## config.mk

```make
export PLATFORM = sky130hd
export DESIGN_NAME = imem_cache_responder_flat
export DESIGN_NICKNAME = d
export VERILOG_FILES = /design/src/rtl/imem_cache_responder_if.sv /design/src/rtl/imem_cache_responder.sv /design/src/flat_wrapper.sv
export SDC_FILE = /design/constraint.sdc
export NUM_CORES = 1
export LEC_CHECK = 0
export ABC_AREA = 0
export BUFFER_PORTS_ARGS = -buffer_cell sky130_fd_sc_hd__buf_2
export CORE_MARGIN = 8
export CORE_UTILIZATION = 41
export CTS_BUF_LIST = sky130_fd_sc_hd__clkbuf_8
export DETAILED_ROUTE_END_ITERATION = 6
export HOLD_SLACK_MARGIN = 0.05
export PLACE_DENSITY_LB_ADDON = 0.12
export SYNTH_ARGS = -nofsm -noshare
export SYNTH_HDL_FRONTEND = slang
export SYNTH_SLANG_ARGS = --single-unit
```

## constraint.sdc

```tcl
create_clock -name clk -period 34 [get_ports clk]
set_clock_uncertainty 0.05 [all_clocks]
set_input_delay 5.1 -clock clk [delete_from_list [all_inputs] [get_ports clk]]
set_output_delay 5.1 -clock clk [all_outputs]
set_load 0.05 [all_outputs]
```

## src/rtl/imem_cache_responder_if.sv

```systemverilog
// Instruction-fetch and line-fill handshake bundle for the instruction cache.
// The slave modport is the cache; the master modport is the environment that
// combines the fetch unit and the pmem arbiter.
interface imem_cache_responder_if;
   logic         imem_read;
   logic [15:0]  imem_address;
   logic [15:0]  imem_rdata;
   logic         imem_resp;
   logic         pmem_read;
   logic [15:0]  pmem_address;
   logic [127:0] pmem_rdata;
   logic         pmem_resp;

   modport slave (
      input  imem_read, imem_address, pmem_rdata, pmem_resp,
      output imem_rdata, imem_resp, pmem_read, pmem_address
   );

   modport master (
      output imem_read, imem_address, pmem_rdata, pmem_resp,
      input  imem_rdata, imem_resp, pmem_read, pmem_address
   );
endinterface

```

## src/rtl/imem_cache_responder.sv

```systemverilog
// Direct-mapped, read-only instruction cache. Hits answer in the same cycle;
// misses fetch one 128-bit line from pmem, install it, and re-look-up.
// Saturating hit/miss counters are exported for performance measurement.
module imem_cache_responder #(
   parameter int  INDEX_BITS = 3,
   localparam int TAG_BITS   = 12 - INDEX_BITS,
   localparam int LINES      = 1 << INDEX_BITS
) (
   input  logic                  clk,
   input  logic                  reset_n,
   imem_cache_responder_if.slave bus,
   output logic [15:0]           hit_count,
   output logic [15:0]           miss_count
);

   typedef enum logic {S_IDLE, S_FILL} state_t;

   state_t                state_q, state_d;
   logic [LINES-1:0]      valid_q;
   logic [TAG_BITS-1:0]   tag_q  [LINES];
   logic [127:0]          data_q [LINES];
   logic [15:0]           fill_addr_q, fill_addr_d;
   logic [15:0]           hit_count_q, hit_count_d;
   logic [15:0]           miss_count_q, miss_count_d;
   logic                  install;

   // Address fields of the live request and of the latched fill.
   logic [2:0]            req_offset;
   logic [INDEX_BITS-1:0] req_index, fill_index;
   logic [TAG_BITS-1:0]   req_tag, fill_tag;
   logic                  req_valid, hit;
   logic [127:0]          req_line;
   logic                  unused_addr_bit;

   assign req_offset      = bus.imem_address[3:1];
   assign req_index       = bus.imem_address[3+INDEX_BITS:4];
   assign req_tag         = bus.imem_address[15:4+INDEX_BITS];
   assign fill_index      = fill_addr_q[3+INDEX_BITS:4];
   assign fill_tag        = fill_addr_q[15:4+INDEX_BITS];
   assign unused_addr_bit = bus.imem_address[0];

   assign req_valid = valid_q[req_index];
   assign req_line  = data_q[req_index];
   // The valid bit masks the tag compare, so an uninstalled line never hits
   // even though its tag register holds garbage.
   assign hit       = bus.imem_read & req_valid & (tag_q[req_index] == req_tag);

   // Invalid lines read as zero so never-written storage cannot leak X.
   assign bus.imem_rdata   = req_valid ? req_line[{req_offset, 4'b0000} +: 16] : 16'h0000;
   assign bus.pmem_address = fill_addr_q;
   assign hit_count        = hit_count_q;
   assign miss_count       = miss_count_q;

   // Next-state, response and counter logic.
   always_comb begin
      // NOTE: every output of this block gets a default first so that no path
      // leaves a signal unassigned, which would otherwise infer a latch.
      state_d       = state_q;
      fill_addr_d   = fill_addr_q;
      hit_count_d   = hit_count_q;
      miss_count_d  = miss_count_q;
      install       = 1'b0;
      bus.imem_resp = 1'b0;
      bus.pmem_read = 1'b0;
      case (state_q)
         S_IDLE: begin
            if (hit) begin
               bus.imem_resp = 1'b1;
               if (hit_count_q != 16'hFFFF) hit_count_d = hit_count_q + 16'd1;
            end else if (bus.imem_read) begin
               fill_addr_d = {req_tag, req_index, 4'b0000};
               if (miss_count_q != 16'hFFFF) miss_count_d = miss_count_q + 16'd1;
               state_d = S_FILL;
            end
         end
         S_FILL: begin
            // The fill finishes regardless of what the fetch side does now.
            bus.pmem_read = 1'b1;
            if (bus.pmem_resp) begin
               install = 1'b1;
               state_d = S_IDLE;
            end
         end
         default: state_d = S_IDLE;
      endcase
   end

   // Control state, counters and valid bits; reset drops pmem_read at once.
   always_ff @(posedge clk or negedge reset_n) begin
      // NOTE: clocked state uses non-blocking assignments so every register
      // samples pre-edge values regardless of statement order.
      if (!reset_n) begin
         state_q      <= S_IDLE;
         fill_addr_q  <= 16'h0000;
         hit_count_q  <= 16'h0000;
         miss_count_q <= 16'h0000;
         valid_q      <= '0;
      end else begin
         state_q      <= state_d;
         fill_addr_q  <= fill_addr_d;
         hit_count_q  <= hit_count_d;
         miss_count_q <= miss_count_d;
         if (install) valid_q[fill_index] <= 1'b1;
      end
   end

   // Line storage: tag and data written on fill completion.
   // NOTE: tag/data arrays have no reset; the valid bits alone decide whether
   // a line is usable, and leaving the arrays unreset lets them map to RAM.
   always_ff @(posedge clk) begin
      if (install) begin
         tag_q[fill_index]  <= fill_tag;
         data_q[fill_index] <= bus.pmem_rdata;
      end
   end

endmodule

```

## src/flat_wrapper.sv

```systemverilog
// flat-port wrapper written by rule: the top's interface ports become plain ports
module imem_cache_responder_flat 
#(
   parameter int  INDEX_BITS = 3,
   localparam int TAG_BITS   = 12 - INDEX_BITS,
   localparam int LINES      = 1 << INDEX_BITS
)
  (clk, reset_n, hit_count, miss_count, bus_imem_read, bus_imem_address, bus_pmem_rdata, bus_pmem_resp, bus_imem_rdata, bus_imem_resp, bus_pmem_read, bus_pmem_address);
  imem_cache_responder_if bus_i ();
  input  logic clk;
  input  logic reset_n;
  output logic [15:0] hit_count;
  output logic [15:0] miss_count;
  input wire logic [$bits(bus_i.imem_read)-1:0] bus_imem_read;
  input wire logic [$bits(bus_i.imem_address)-1:0] bus_imem_address;
  input wire logic [$bits(bus_i.pmem_rdata)-1:0] bus_pmem_rdata;
  input wire logic [$bits(bus_i.pmem_resp)-1:0] bus_pmem_resp;
  output wire logic [$bits(bus_i.imem_rdata)-1:0] bus_imem_rdata;
  output wire logic [$bits(bus_i.imem_resp)-1:0] bus_imem_resp;
  output wire logic [$bits(bus_i.pmem_read)-1:0] bus_pmem_read;
  output wire logic [$bits(bus_i.pmem_address)-1:0] bus_pmem_address;
  assign bus_i.imem_read = bus_imem_read;
  assign bus_i.imem_address = bus_imem_address;
  assign bus_i.pmem_rdata = bus_pmem_rdata;
  assign bus_i.pmem_resp = bus_pmem_resp;
  assign bus_imem_rdata = bus_i.imem_rdata;
  assign bus_imem_resp = bus_i.imem_resp;
  assign bus_pmem_read = bus_i.pmem_read;
  assign bus_pmem_address = bus_i.pmem_address;
  imem_cache_responder #(.INDEX_BITS(INDEX_BITS)) u_core (.clk(clk), .reset_n(reset_n), .bus(bus_i), .hit_count(hit_count), .miss_count(miss_count));
endmodule
```

* Word level (Yosys, flattened, before mapping) *
Memories as Yosys holds them, arrays and structs flattened.
Cells that the tools add are included.

storage, ports and cells
  flip-flop bits (word level) = 53
  memory bits (writable) = 1,096
  bits of input ports = 148
  word-level logic and storage cells = 41
  memories = 2

memory list
  name           depth  width  read ports  clocked after Yosys merged registers in  wr ports  line                        source
  u_core.data_q  8      128    1           0                                        1         imem_cache_responder.sv:21  logic [127:0] data_q [LINES];
  u_core.tag_q   8      9      1           0                                        1         imem_cache_responder.sv:20  logic [TAG_BITS-1:0] tag_q [LINES];

operators by class
  add/sub/neg operators = 2
  magnitude comparators = 3
  equality and inequality tests = 3
  shift-type cells = 1
  muxes and demuxes = 16
  bitwise operators = 5
  reductions and logical operators = 4

operator list
  kind                                                                                  number
  128-bit by 8-bit variable part select with 16-bit output                              1
  16-bit by 1-bit adder with 16-bit output (second input constant)                      2
  16-bit inequality test (second input constant)                                        2
  16-bit two-way mux                                                                    1
  1-bit two-way mux                                                                     12
  9-bit equality test                                                                   1
  3-bit by 4-bit < comparator with 1-bit output (second input constant)                 2
  8-bit OR                                                                              1
  3-bit AND reduction                                                                   2
  4-bit AND reduction                                                                   1
  1-bit binary-select mux with 3-bit select                                             1
  1-bit demux with 3-bit select                                                         1
  3-bit by 1-bit greater-or-equal comparator with 1-bit output (second input constant)  1
  1-bit bitwise AND                                                                     2
  1-bit NOT                                                                             2
  1-bit case mux with 2 select lines                                                    1
  1-bit logical AND                                                                     1

* Depth between registers and ports, before layout *
Gate-level depths: netlist (run 1).

  depth after elaboration = 6
  depth in mapped cells = 11
  depth with buffers taken out = 8

* Worst setup path after synthesis (run 1) *
Ideal clock, no wire load.

  kind = input-to-reg
  start = in bus_pmem_resp
  end = reg u_core.valid_q[2]
  setup time = 124 ps
  data arrival time = 15,416 ps
  data required time = 33,826 ps
  path slack = 18,410 ps
  stages = 3
  cells stage by stage = nand3_1 nor3_1 or2_2

between the ends
  cells in the longest elaborated chain, start to end = 2

RTL lines
  element                         line                         source
  start: declaration              flat_wrapper.sv:17           input wire logic [$bits(bus_i.pmem_resp)-1:0] bus_pmem_resp;
  1-bit two-way mux               imem_cache_responder.sv:79   if (bus.pmem_resp) begin
  1-bit two-way mux               imem_cache_responder.sv:65   case (state_q)
  end signal: assignment          imem_cache_responder.sv:97   valid_q <= '0;
  end signal: indexed assignment  imem_cache_responder.sv:103  if (install) valid_q[fill_index] <= 1'b1;
  end: declaration                imem_cache_responder.sv:19   logic [LINES-1:0] valid_q;

No other way between the ends.
A chain may end at the register's enable or synchronous reset.

* Worst setup path after layout (run 1) *
  start = in bus_imem_address[5]
  end = out bus_imem_rdata[15]

between the ends
  cells in the longest elaborated chain, start to end = 3

RTL lines
  element                                                                                               line                                                    source
  start: declaration                                                                                    flat_wrapper.sv:15                                      input wire logic [$bits(bus_i.imem_address)-1:0] bus_imem_address;
  memory read 8 x 128 bit / 1-bit binary-select mux with 3-bit select (equally long branches)           -
  128-bit by 8-bit variable part select with 16-bit output / 1-bit two-way mux (equally long branches)  imem_cache_responder.sv:49, imem_cache_responder.sv:42
  16-bit two-way mux *                                                                                  imem_cache_responder.sv:49                              assign bus.imem_rdata = req_valid ? req_line[{req_offset, 4'b0000} +: 16] : 16'h0000;
  end: declaration                                                                                      flat_wrapper.sv:18                                      output wire logic [$bits(bus_i.imem_rdata)-1:0] bus_imem_rdata;

Every way passes the cells marked *; elsewhere a longest branch is shown, timed or not. The select of a mux whose other input is x is not followed.

==> results of run 1 <==
==> final cells by class <==
| type | count | area, um^2 | share of cell area (%) |
|---|---|---|---|
| Sequential cell | 1149 | 34200 | 68.0 |
| Multi-Input combinational cell | 549 | 9470 | 18.8 |
| Clock buffer | 198 | 2730 | 5.41 |
| Tap cell | 1403 | 1760 | 3.48 |
| Timing Repair Buffer | 238 | 1370 | 2.73 |
| Clock inverter | 152 | 743 | 1.48 |
| Antenna cell | 16 | 40.0 | 0.0795 |
| Inverter | 6 | 22.5 | 0.0447 |
==> layer usage <==
| layer | share of wire, % | routed length [um] | vias to the layer above |
|---|---|---|---|
| li1 | - | - | 8473 |
| met3 | 5.7 | 5880 | 224 |
| met5 | 0.095 | 98 | - |
| met4 | 2.7 | 2760 | 16 |
| met2 | 49 | 50800 | 598 |
| met1 | 42 | 43700 | 10878 |
==> cell families (layout without fill, tap and decap cells) <==
kind of cell    after synthesis  after routing
fa+ha+maj                     2              2
flops                      1149           1149
other cells                   1             20
xor+xnor                     31             31
compound gates               16             16
buf+inv                      99            594
simple gates                114            114
mux                         382            382
==> flip-flops by register name, indices dropped and copies added (netlist names) <==
name                     flops
u_core.hit_count            16
u_core.tag_q                72
u_core.bus.pmem_address     12
u_core.miss_count           16
u_core.valid_q               8
u_core.data_q             1024
u_core.state_q               1
==> worst register-to-register path, cell delays in order (launching register included) <==
cell and delay (ps):
sky130_fd_sc_hd__dfrtp_1 380, sky130_fd_sc_hd__mux4_2 510, sky130_fd_sc_hd__mux2i_4 760, sky130_fd_sc_hd__nand2b_1 240, sky130_fd_sc_hd__nor4_2 90, sky130_fd_sc_hd__a311oi_4 740
sky130_fd_sc_hd__buf_4 370, sky130_fd_sc_hd__nand4_1 130, sky130_fd_sc_hd__mux2_2 290
==> worst min-delay path by stage <==
stage	cells past startpoint	start	end	slack (ps)
after global placement	1	u_core.valid_q[0]	u_core.valid_q[0]	400
after floorplan	1	u_core.valid_q[4]	u_core.valid_q[4]	380
after CTS	1	u_core.valid_q[6]	u_core.valid_q[6]	420
after global routing	1	u_core.valid_q[6]	u_core.valid_q[6]	430
after detailed placement	1	u_core.valid_q[6]	u_core.valid_q[6]	400
final	1	u_core.valid_q[0]	u_core.valid_q[0]	410
==> power breakdown <==
| group | total [mW] | leakage, nW | internal (mW) | switching [mW] |
|---|---|---|---|---|
| Sequential | 1.64 | 10.5 | 1.62 | 0.0220 |
| Combinational | 0.290 | 3.88 | 0.0965 | 0.193 |
| Clock | 1.10 | 2.01 | 0.558 | 0.540 |
==> cell usage after synthesis (3+ instances only) <==
master / number / share of area, %
sky130_fd_sc_hd__buf_4: 6 / 0.10
sky130_fd_sc_hd__buf_6: 3 / 0.077
sky130_fd_sc_hd__nor2b_1: 20 / 0.28
sky130_fd_sc_hd__xor2_1: 10 / 0.20
sky130_fd_sc_hd__a21oi_1: 4 / 0.045
sky130_fd_sc_hd__mux2_2: 4 / 0.10
sky130_fd_sc_hd__edfxtp_1: 1096 / 75
sky130_fd_sc_hd__clkbuf_1: 14 / 0.12
sky130_fd_sc_hd__nand2_1: 9 / 0.077
sky130_fd_sc_hd__nand2b_1: 6 / 0.085
sky130_fd_sc_hd__inv_1: 6 / 0.051
sky130_fd_sc_hd__nor3_2: 4 / 0.091
sky130_fd_sc_hd__nor3_1: 5 / 0.057
sky130_fd_sc_hd__dfrtp_1: 53 / 3.0
sky130_fd_sc_hd__nand4_1: 10 / 0.14
sky130_fd_sc_hd__xnor2_1: 21 / 0.42
sky130_fd_sc_hd__a41oi_1: 3 / 0.060
sky130_fd_sc_hd__mux2i_1: 10 / 0.23
sky130_fd_sc_hd__nor2_1: 16 / 0.14
sky130_fd_sc_hd__and3_1: 8 / 0.11
sky130_fd_sc_hd__nand3_1: 15 / 0.17
sky130_fd_sc_hd__buf_1: 6 / 0.051
sky130_fd_sc_hd__nor4_2: 3 / 0.085
sky130_fd_sc_hd__buf_2: 64 / 0.73
sky130_fd_sc_hd__mux4_2: 354 / 18
sky130_fd_sc_hd__mux2_1: 13 / 0.33
sky130_fd_sc_hd__or2_2: 10 / 0.14
==> through the flow <==
stage,util (%),instances
finish,47.1,3711
detailed placement,43.8,3345
floorplan,-,1797
global route,47.1,3703
global placement,43.8,3345
CTS,47.1,3695
==> summary by stage, run 1 <==
Status
The flow ran to the end, and the final reports show no timing, DRC or antenna violations.

Worst setup path
The most critical setup path has its endpoint at bus_imem_rdata[15]. The worst setup path is launched from a primary input. The standard cell with the maximum stage delay on the critical path is sky130_fd_sc_hd__buf_4. By instance count, the cell type seen most on the critical path is sky130_fd_sc_hd__mux4_2.

In this run the worst path has a maximum fanout of 127. The critical path start-end classification is primary input to primary output. The most critical setup path has its startpoint at bus_imem_address[5].

At the worst endpoint, the required time is ~29,000 ps. Traced cell by cell, the critical path runs through buf_8 -> buf_12 -> buf_4 -> mux4_2 -> mux4_2 -> mux4_2 -> nor2b_1 -> buf_2. The worst register-to-register path has a depth of 8.

The worst register-to-register path begins at u_core.valid_q[7]. The critical path buffer and inverter count is 4. The top cell family by delay on the critical path is buffers and inverters.

In this run the number of cells on the critical path is 8. For flop-to-flop paths, the worst setup slack is 30,300 ps. For this run, the slowest stage of the critical path takes roughly 910 ps. STA classifies the critical path endpoint as a primary output. The endpoint identified for the worst register-to-register timing path is u_core.miss_count[14]. Data on the critical path arrives at its endpoint at 9630 ps.

Detailed routing
The number of DRC markers after the initial detailed-route iteration is about 1,500. The via-per-instance ratio is 5.44. The number of search-and-repair iterations in the first detailed-routing pass is 5. For this run, design rule violations remaining after detail routing come to 0. The routed layout has ~20,000 vias. For this block, the routed nets add up to between 100,000 and 150,000 um of wire. After detailed routing, the average wire length per cell comes to 27.8 um. In this run the remaining antenna-violating nets after routing total 0.

Worst hold path
The worst min-delay path class is flip-flop to flip-flop.

Floorplanning
For this configuration, the core starts out at a cell density of between 40% and 50%. The die is around 340 um tall. The placeable core region is 107,000 um^2. The area enclosed by the die boundary is about 120,000 um^2. The initialized floorplan defines 120 standard-cell rows.

In this run the count of I/O pins placed on the die edge is around 210. In this run the horizontal extent of the chip is roughly 340 um.

Logic synthesis
The dominant combinational cell family by area after synthesis is multiplexers. The number of synthesized register bits is about 1,100. The average cell area after synthesis is approximately 25 um^2. The share of synthesized cell area in full adder, half adder and majority cells is 0.0567%. The synthesized netlist cell count is 1,794. The synthesized netlist devotes less than 1% of its cell area to compound gates. The most used flip-flop cell after synthesis is sky130_fd_sc_hd__edfxtp_1. The number of different library cells used by synthesis comes to between 40 and 50. The Yosys step of the flow raised 0 warnings. Summing the sequential cell areas from Yosys gives a little under 80% of the chip area. The number of synthesized flops with an enable pin is about 1,100.

The xor/xnor share of the synthesized area is less than 1%. After synthesis, the share of cell area in mux cells is 18.8%. For this run, asynchronously set or reset flops after synthesis account for roughly 4.6%. The area fraction in and, or, nand and nor cells after synthesis is under 10%.

The mapped cell area is 44,100 um^2.

Placement
The number of port buffers is 208. The placed instances occupy a cell area of approximately 47,000 um^2. Prior to clock tree synthesis, the placed netlist has a worst setup slack of 19,230 ps. Detailed placement ended at an HPWL of ~56,000 um. The final estimated routing congestion in global placement is 0.739.

Global route
The number of global-route vias before repair is roughly 22,000. The number of antenna violations at the first check in global routing is between 50 and 60. The met2 track demand over resource in global routing is 28.8%.

Global routing consumed, on the met3 layer, 4.18% of the routing resources. The global routing's busiest layer is met2. For this run, the total global-route usage over all layers was measured as between 10% and 20%.

Summed over all layers, the global routing overflow is 0. For this run, global-route usage on met1 was measured as between 20% and 30%. The first global-routing pass estimated about 150,000 um of wire. Entering global routing, the biggest net connects around 130 pins.

STA
The shortest period the worst path allows is about 15,000 ps. The worst-case setup margin in the final layout is 19,220 ps. Timing would allow up to 67.7 MHz. Dividing the final minimum period by the clock period gives roughly 43%. Setup repair after global routing left no endpoint under its margin. The total negative setup slack is 0 ps. The worst hold slack after final layout is around 410 ps.

The max-slew violation count is 0. The final number of setup-violating endpoints is 0. The max-slew headroom at the worst pin is 28.3%. The final count of hold timing violations is 0.

The slew at the pin closest to its max-slew limit is roughly 1100 ps.

Finish
The finished cells cover between 50,000 and 60,000 um^2. The area growth from synthesis to layout is 14.2%. The library cell used most frequently in the layout, excluding fill and tap cells, is sky130_fd_sc_hd__edfxtp_1.

Leaving out fill and tap cells, the most frequent cells in the layout are sky130_fd_sc_hd__edfxtp_1, sky130_fd_sc_hd__mux4_2, sky130_fd_sc_hd__buf_2. The number of fill cells in the layout is roughly 9,000. At the end of the flow, the number of nets in the layout was approximately 2,300. The share of layout cells above drive strength 1 is 37.3%.

Power
For this design the static power due to leakage is roughly 16 nW. The cell area power density is around 60 nW/um^2. The total chip power is between 3 and 4 mW.

The worst voltage drop across the vdd grid is between 0.03 and 0.04 mV.

Clocking
The clock net in this run drives a total of approximately 1,100 sinks. In this run the post-CTS setup repair buffer count came out at 0. Buffers inserted to repair hold after CTS numbered 0. The H-tree was split into 4 levels. The TritonCTS clock tree is done. The later pin in the worst-skew pair is clocked with a latency of between 800 and 900 ps. The maximum buffer depth of the clock tree is 3. The clock-pin slew reported for the worst setup and hold paths after clock tree synthesis is around 60 ps. The post-CTS resize count is 0.

The root buffer cell chosen for the clock tree is sky130_fd_sc_hd__clkbuf_8. Counting the buffers created by CTS gives 192.

Job
The max-capacitance violation count is 0.
No activity file was read; power rests on OpenSTA's default activity.
==> run 2, diff against run 1 <==
- ABC_AREA: 0 -> 1
- clock period: 34 -> 15.2 ns (I/O delays scaled with it)
==> summary by stage, run 2 <==
Status
Outcome: complete, no violations (unchanged).

Floorplanning
The number of top-level design ports came to 214 (unchanged). The row count is 123 (was 120). The placeable core region is 112,000 um^2 (was 107,000 um^2). The area enclosed by the die boundary came to 123,000 um^2 (was 118,000 um^2). The effective utilization at floorplan came to 41.1% (was 41.3%). The vertical die dimension was 351 um (was 344 um). The die width was 351 um (was 344 um).

Detailed routing
The via-per-instance ratio is 5.48 (was 5.44). The number of DRC markers after the initial detailed-route iteration was 2,424 (was 1,525). The number of search-and-repair iterations in the first detailed-routing pass is 7 (was 5). The via total after detailed routing was 29,748 (was 20,189). The total DRC errors in the routed layout is 0 (unchanged).

The total wire length came to 133,000 um (was 103,000 um). The post-detailed-route wirelength per cell is 24.5 um (was 27.8 um). The number of nets with antenna violations after detailed routing came to 0 (unchanged).

STA
The final cycle utilization of the critical path is a little under 60%. The max-slew headroom at the worst pin came to 28.2% (was 28.3%). The worst-case setup margin in the final layout is 6190 ps (was 19,220 ps).

The max-slew violation count is 0 (unchanged). The final number of setup-violating endpoints was 0 (unchanged). RSZ-0062 raised after global routing: no (unchanged). The slew at the pin closest to its max-slew limit came to 1080 ps (about the same). The achievable frequency is approximately 110 MHz. The shortest period the worst path allows is ~9000 ps.

The total negative setup slack is 0 ps (unchanged). The final count of hold timing violations is 0 (unchanged).

Logic synthesis
The xor/xnor share of the synthesized area is 0.381% (was 0.615%). The post-synthesis mux area share came to 0% (was 18.8%). The fraction of post-synthesis cell area in the top cell type by area is 71.6% (was 74.6%). The library cell with the highest instance count after synthesis is sky130_fd_sc_hd__edfxtp_1 (unchanged). The most used flip-flop cell after synthesis is sky130_fd_sc_hd__edfxtp_1 (unchanged).

The dominant combinational cell family by area after synthesis is compound AO/OA/AOI/OAI gates (was multiplexers). The share of synthesized cell area in full adder, half adder and majority cells is 0.0544% (was 0.0567%). The number of synthesized register bits is 1,149 (unchanged). The mapped cell area came to 46,000 um^2 (was 44,100 um^2). The compound-cell area share of the yosys netlist is 11.1% (was 0.284%). The synthesized netlist cell count is 3,556 (was 1,794). The largest area contributor in the synthesized netlist is sky130_fd_sc_hd__edfxtp_1 (unchanged).

Biggest area contributors in the synthesized netlist: sky130_fd_sc_hd__edfxtp_1, sky130_fd_sc_hd__o21ai_0, sky130_fd_sc_hd__nor2_1, sky130_fd_sc_hd__o221ai_1, sky130_fd_sc_hd__nand3_1 (was sky130_fd_sc_hd__edfxtp_1, sky130_fd_sc_hd__mux4_2, sky130_fd_sc_hd__dfrtp_1, sky130_fd_sc_hd__buf_2, sky130_fd_sc_hd__xnor2_1). Cell types with the highest counts after synthesis: sky130_fd_sc_hd__edfxtp_1, sky130_fd_sc_hd__nor2_1, sky130_fd_sc_hd__o21ai_0 (was sky130_fd_sc_hd__edfxtp_1, sky130_fd_sc_hd__mux4_2, sky130_fd_sc_hd__buf_2). The average cell area after synthesis is 12.9 um^2 (was 24.6 um^2). The number of synthesized flops with an enable pin is 1,096 (unchanged). The count of warnings emitted by yosys came to 0 (unchanged). The area fraction in and, or, nand and nor cells after synthesis is 10.7% (was 1.55%). The count of unique library cells instantiated by Yosys is 32 (was 44). The proportion of register bits with asynchronous set or reset after synthesis came to 4.61% (unchanged). The proportion of synthesized chip area in sequential cells is 74.5% (was 77.6%).

Power
The portion of total power attributed to the clock network came to 37.0% (was 36.2%). The cell area power density is 129 nW/um^2 (was 60.1 nW/um^2). The total chip power was 6.69 mW (was 3.03 mW). The switching power of the nets was 1.73 mW (was 755 uW). The power share of the sequential group is 54.5% (was 54.2%).

The worst voltage drop across the vdd grid is 0.0696 mV (was 0.0316 mV). The switching share of total power is 25.8% (was 24.9%). The internal power is 4.96 mW (was 2.27 mW). The total leakage power came to 17.7 nW (was 16.4 nW).

The share of total power in combinational logic is 8.6% (was 9.6%).

Worst setup path
The critical path start-end classification is primary input to primary output (unchanged). The most prevalent standard cell on the critical path is sky130_fd_sc_hd__nand3_1 (was sky130_fd_sc_hd__mux4_2). The required arrival time at the worst endpoint came to 12,870 ps (was 28,850 ps).

The endpoint arrival time on the critical path came to 6680 ps (was 9630 ps). The sort of element at the end of the critical path was a primary output (unchanged). Cell breakdown of the critical path: buf_8 -> inv_8 -> buf_4 -> buf_12 -> o21ai_0 -> o221ai_1 -> nand3_1 -> nand3_1 -> nand3_1 -> a21oi_1 -> buf_2 (was buf_8 -> buf_12 -> buf_4 -> mux4_2 -> mux4_2 -> mux4_2 -> nor2b_1 -> buf_2).

The maximum fanout count along the critical path was 191 (was 127). The delay of the slowest critical-path stage is 760 ps (was 910 ps). The standard cell with the maximum stage delay on the critical path is sky130_fd_sc_hd__buf_4 (unchanged). The startpoint type of the worst setup path is a primary input (unchanged).

Job
The max-capacitance violation count is 0 (unchanged).

Clocking
The library cell used as clock root buffer is sky130_fd_sc_hd__clkbuf_8 (unchanged). The post-CTS resize count is 0 (unchanged). The total of hold buffers inserted after clock tree synthesis is 0 (unchanged). The post-CTS repair timing setup buffer count came to 0 (unchanged). The clock-pin slew reported for the worst setup and hold paths after clock tree synthesis is 50 ps (was 60 ps). The maximum buffer depth of the clock tree is 3 (unchanged). The TritonCTS clock tree is done (unchanged). The number of levels the H-tree was split into was 4 (unchanged).

The number of buffers created by CTS is 194 (was 192). The clock insertion delay at the later pin of the skew report was 830 ps (was 820 ps). The number of sinks driven by the clock tree is 1,149 (unchanged).

Global route
The wire length of the first global-routing pass is 194,000 um (was 150,000 um). The number of global-route vias before repair came to 28,699 (was 21,867). The total global-route track usage is 21.2% (was 17.5%). The sum of overflow across all layers after global routing is 0 (unchanged). The number of antenna violations at the first check in global routing was 49 (was 54).

The pin count of the biggest net entering global routing was 192 (was 128).

Finish
The post-layout instance area is 51,900 um^2 (was 50,400 um^2). The flip-flop count of the largest register after layout came to 1,024 (unchanged). The register with the most flip-flops was u_core.data_q (unchanged).

The share of layout cells above drive strength 1 is 12.8% (was 37.3%). The net total in the final layout is 3,908 (was 2,286). The leading cell type in the layout, fill and taps excluded is sky130_fd_sc_hd__edfxtp_1 (unchanged). Most frequent cells in the layout: sky130_fd_sc_hd__edfxtp_1, sky130_fd_sc_hd__nor2_1, sky130_fd_sc_hd__o21ai_0 (was sky130_fd_sc_hd__edfxtp_1, sky130_fd_sc_hd__mux4_2, sky130_fd_sc_hd__buf_2). Regs by FF count: u_core.data_q (1024), u_core.tag_q (72) (unchanged).

The area added between synthesis and finish is 12.9% (was 14.2%).

Placement
The final estimated routing congestion in global placement is 0.762 (was 0.739). The number of port buffers is 208 (unchanged). The final HPWL from detailed placement is 70,200 um (was 56,100 um). The pre-CTS setup slack was 6330 ps (was 19,230 ps). The instance area after placement is 48,400 um^2 (was 46,900 um^2).

Worst hold path
The worst min-delay path class is flip-flop to flip-flop (unchanged).
==> run 2: cell count changes after synthesis, sizes merged, moves of 212 or more <==
cell,change
o221ai,+212
mux4,-354
nand3,+255
o21ai,+544
nor2,+575
nand2,+246
==> run 2: critical path: cells and delay by family <==
kind / cells / cell delay [ps]
AOI/OAI and AO/OA: 3 / 1040
buffers and inverters: 5 / 2440
and+or+nand+nor: 3 / 580
==> run 2: power by group through the flow <==
stage	logic, mW	registers [mW]	clock network (mW)
after floorplan	0.291	3.76	0
after global placement	0.576	3.71	0
after detailed placement	0.581	3.71	0
after CTS	0.582	3.64	2.54
after global routing	0.627	3.65	2.67
final	0.574	3.64	2.47
==> run 2: final timing paths <==
path	from	endpoint	slack, ps	depth (start not counted)
worst max-delay path	bus_imem_address[4]	bus_imem_rdata[5]	6190	11
worst max register to register	u_core.state_q	u_core.data_q[7][58]	11270	4
max in group asynchronous	reset_n	u_core.hit_count[6]	13080	2
min in group asynchronous	reset_n	u_core.miss_count[10]	1540	2
worst min-delay path	u_core.valid_q[4]	u_core.valid_q[4]	410	2
worst min register to register	u_core.valid_q[4]	u_core.valid_q[4]	410	2
==> run 2: stage by stage <==
step | std cells | utilization (%) | hold slack [ps]
6_report | 5432 | 46.4 | 405
5_1_grt | 5418 | 46.4 | 427
4_1_cts | 5410 | 46.3 | 411
3_5_place_dp | 5062 | 43.3 | 398
3_3_place_gp | 5062 | 43.3 | 388
2_1_floorplan | 3559 | - | 377
==> run 2: kinds of logic (layout without fill, tap and decap cells) <==
logic type      after synthesis  in the layout
compound gates              840            840
fa+ha+maj                     2              2
buf+inv                     369            720
other cells                   1             26
simple gates               1175           1175
flops                      1149           1149
xor+xnor                     20             20
==> run 2: metal layers <==
metal  vias to the layer above  wire length [um]  track usage (%)
li1                      13744                 -                -
met1                     14889             59400             29.7
met2                       868             60400             32.1
met3                       223              9790             5.32
met4                        24              3500             7.25
met5                         -               145                0
==> run 2: cell type report <==
type                            instances  area [um^2]
Fill cell                           10124        60000
Sequential cell                      1149        34200
Multi-Input combinational cell       2041        10300
Clock buffer                          196         2700
Tap cell                             1500         1880
Timing Repair Buffer                  258         1550
Clock inverter                        152          724
Inverter                              114          449
Antenna cell                           22         55.1
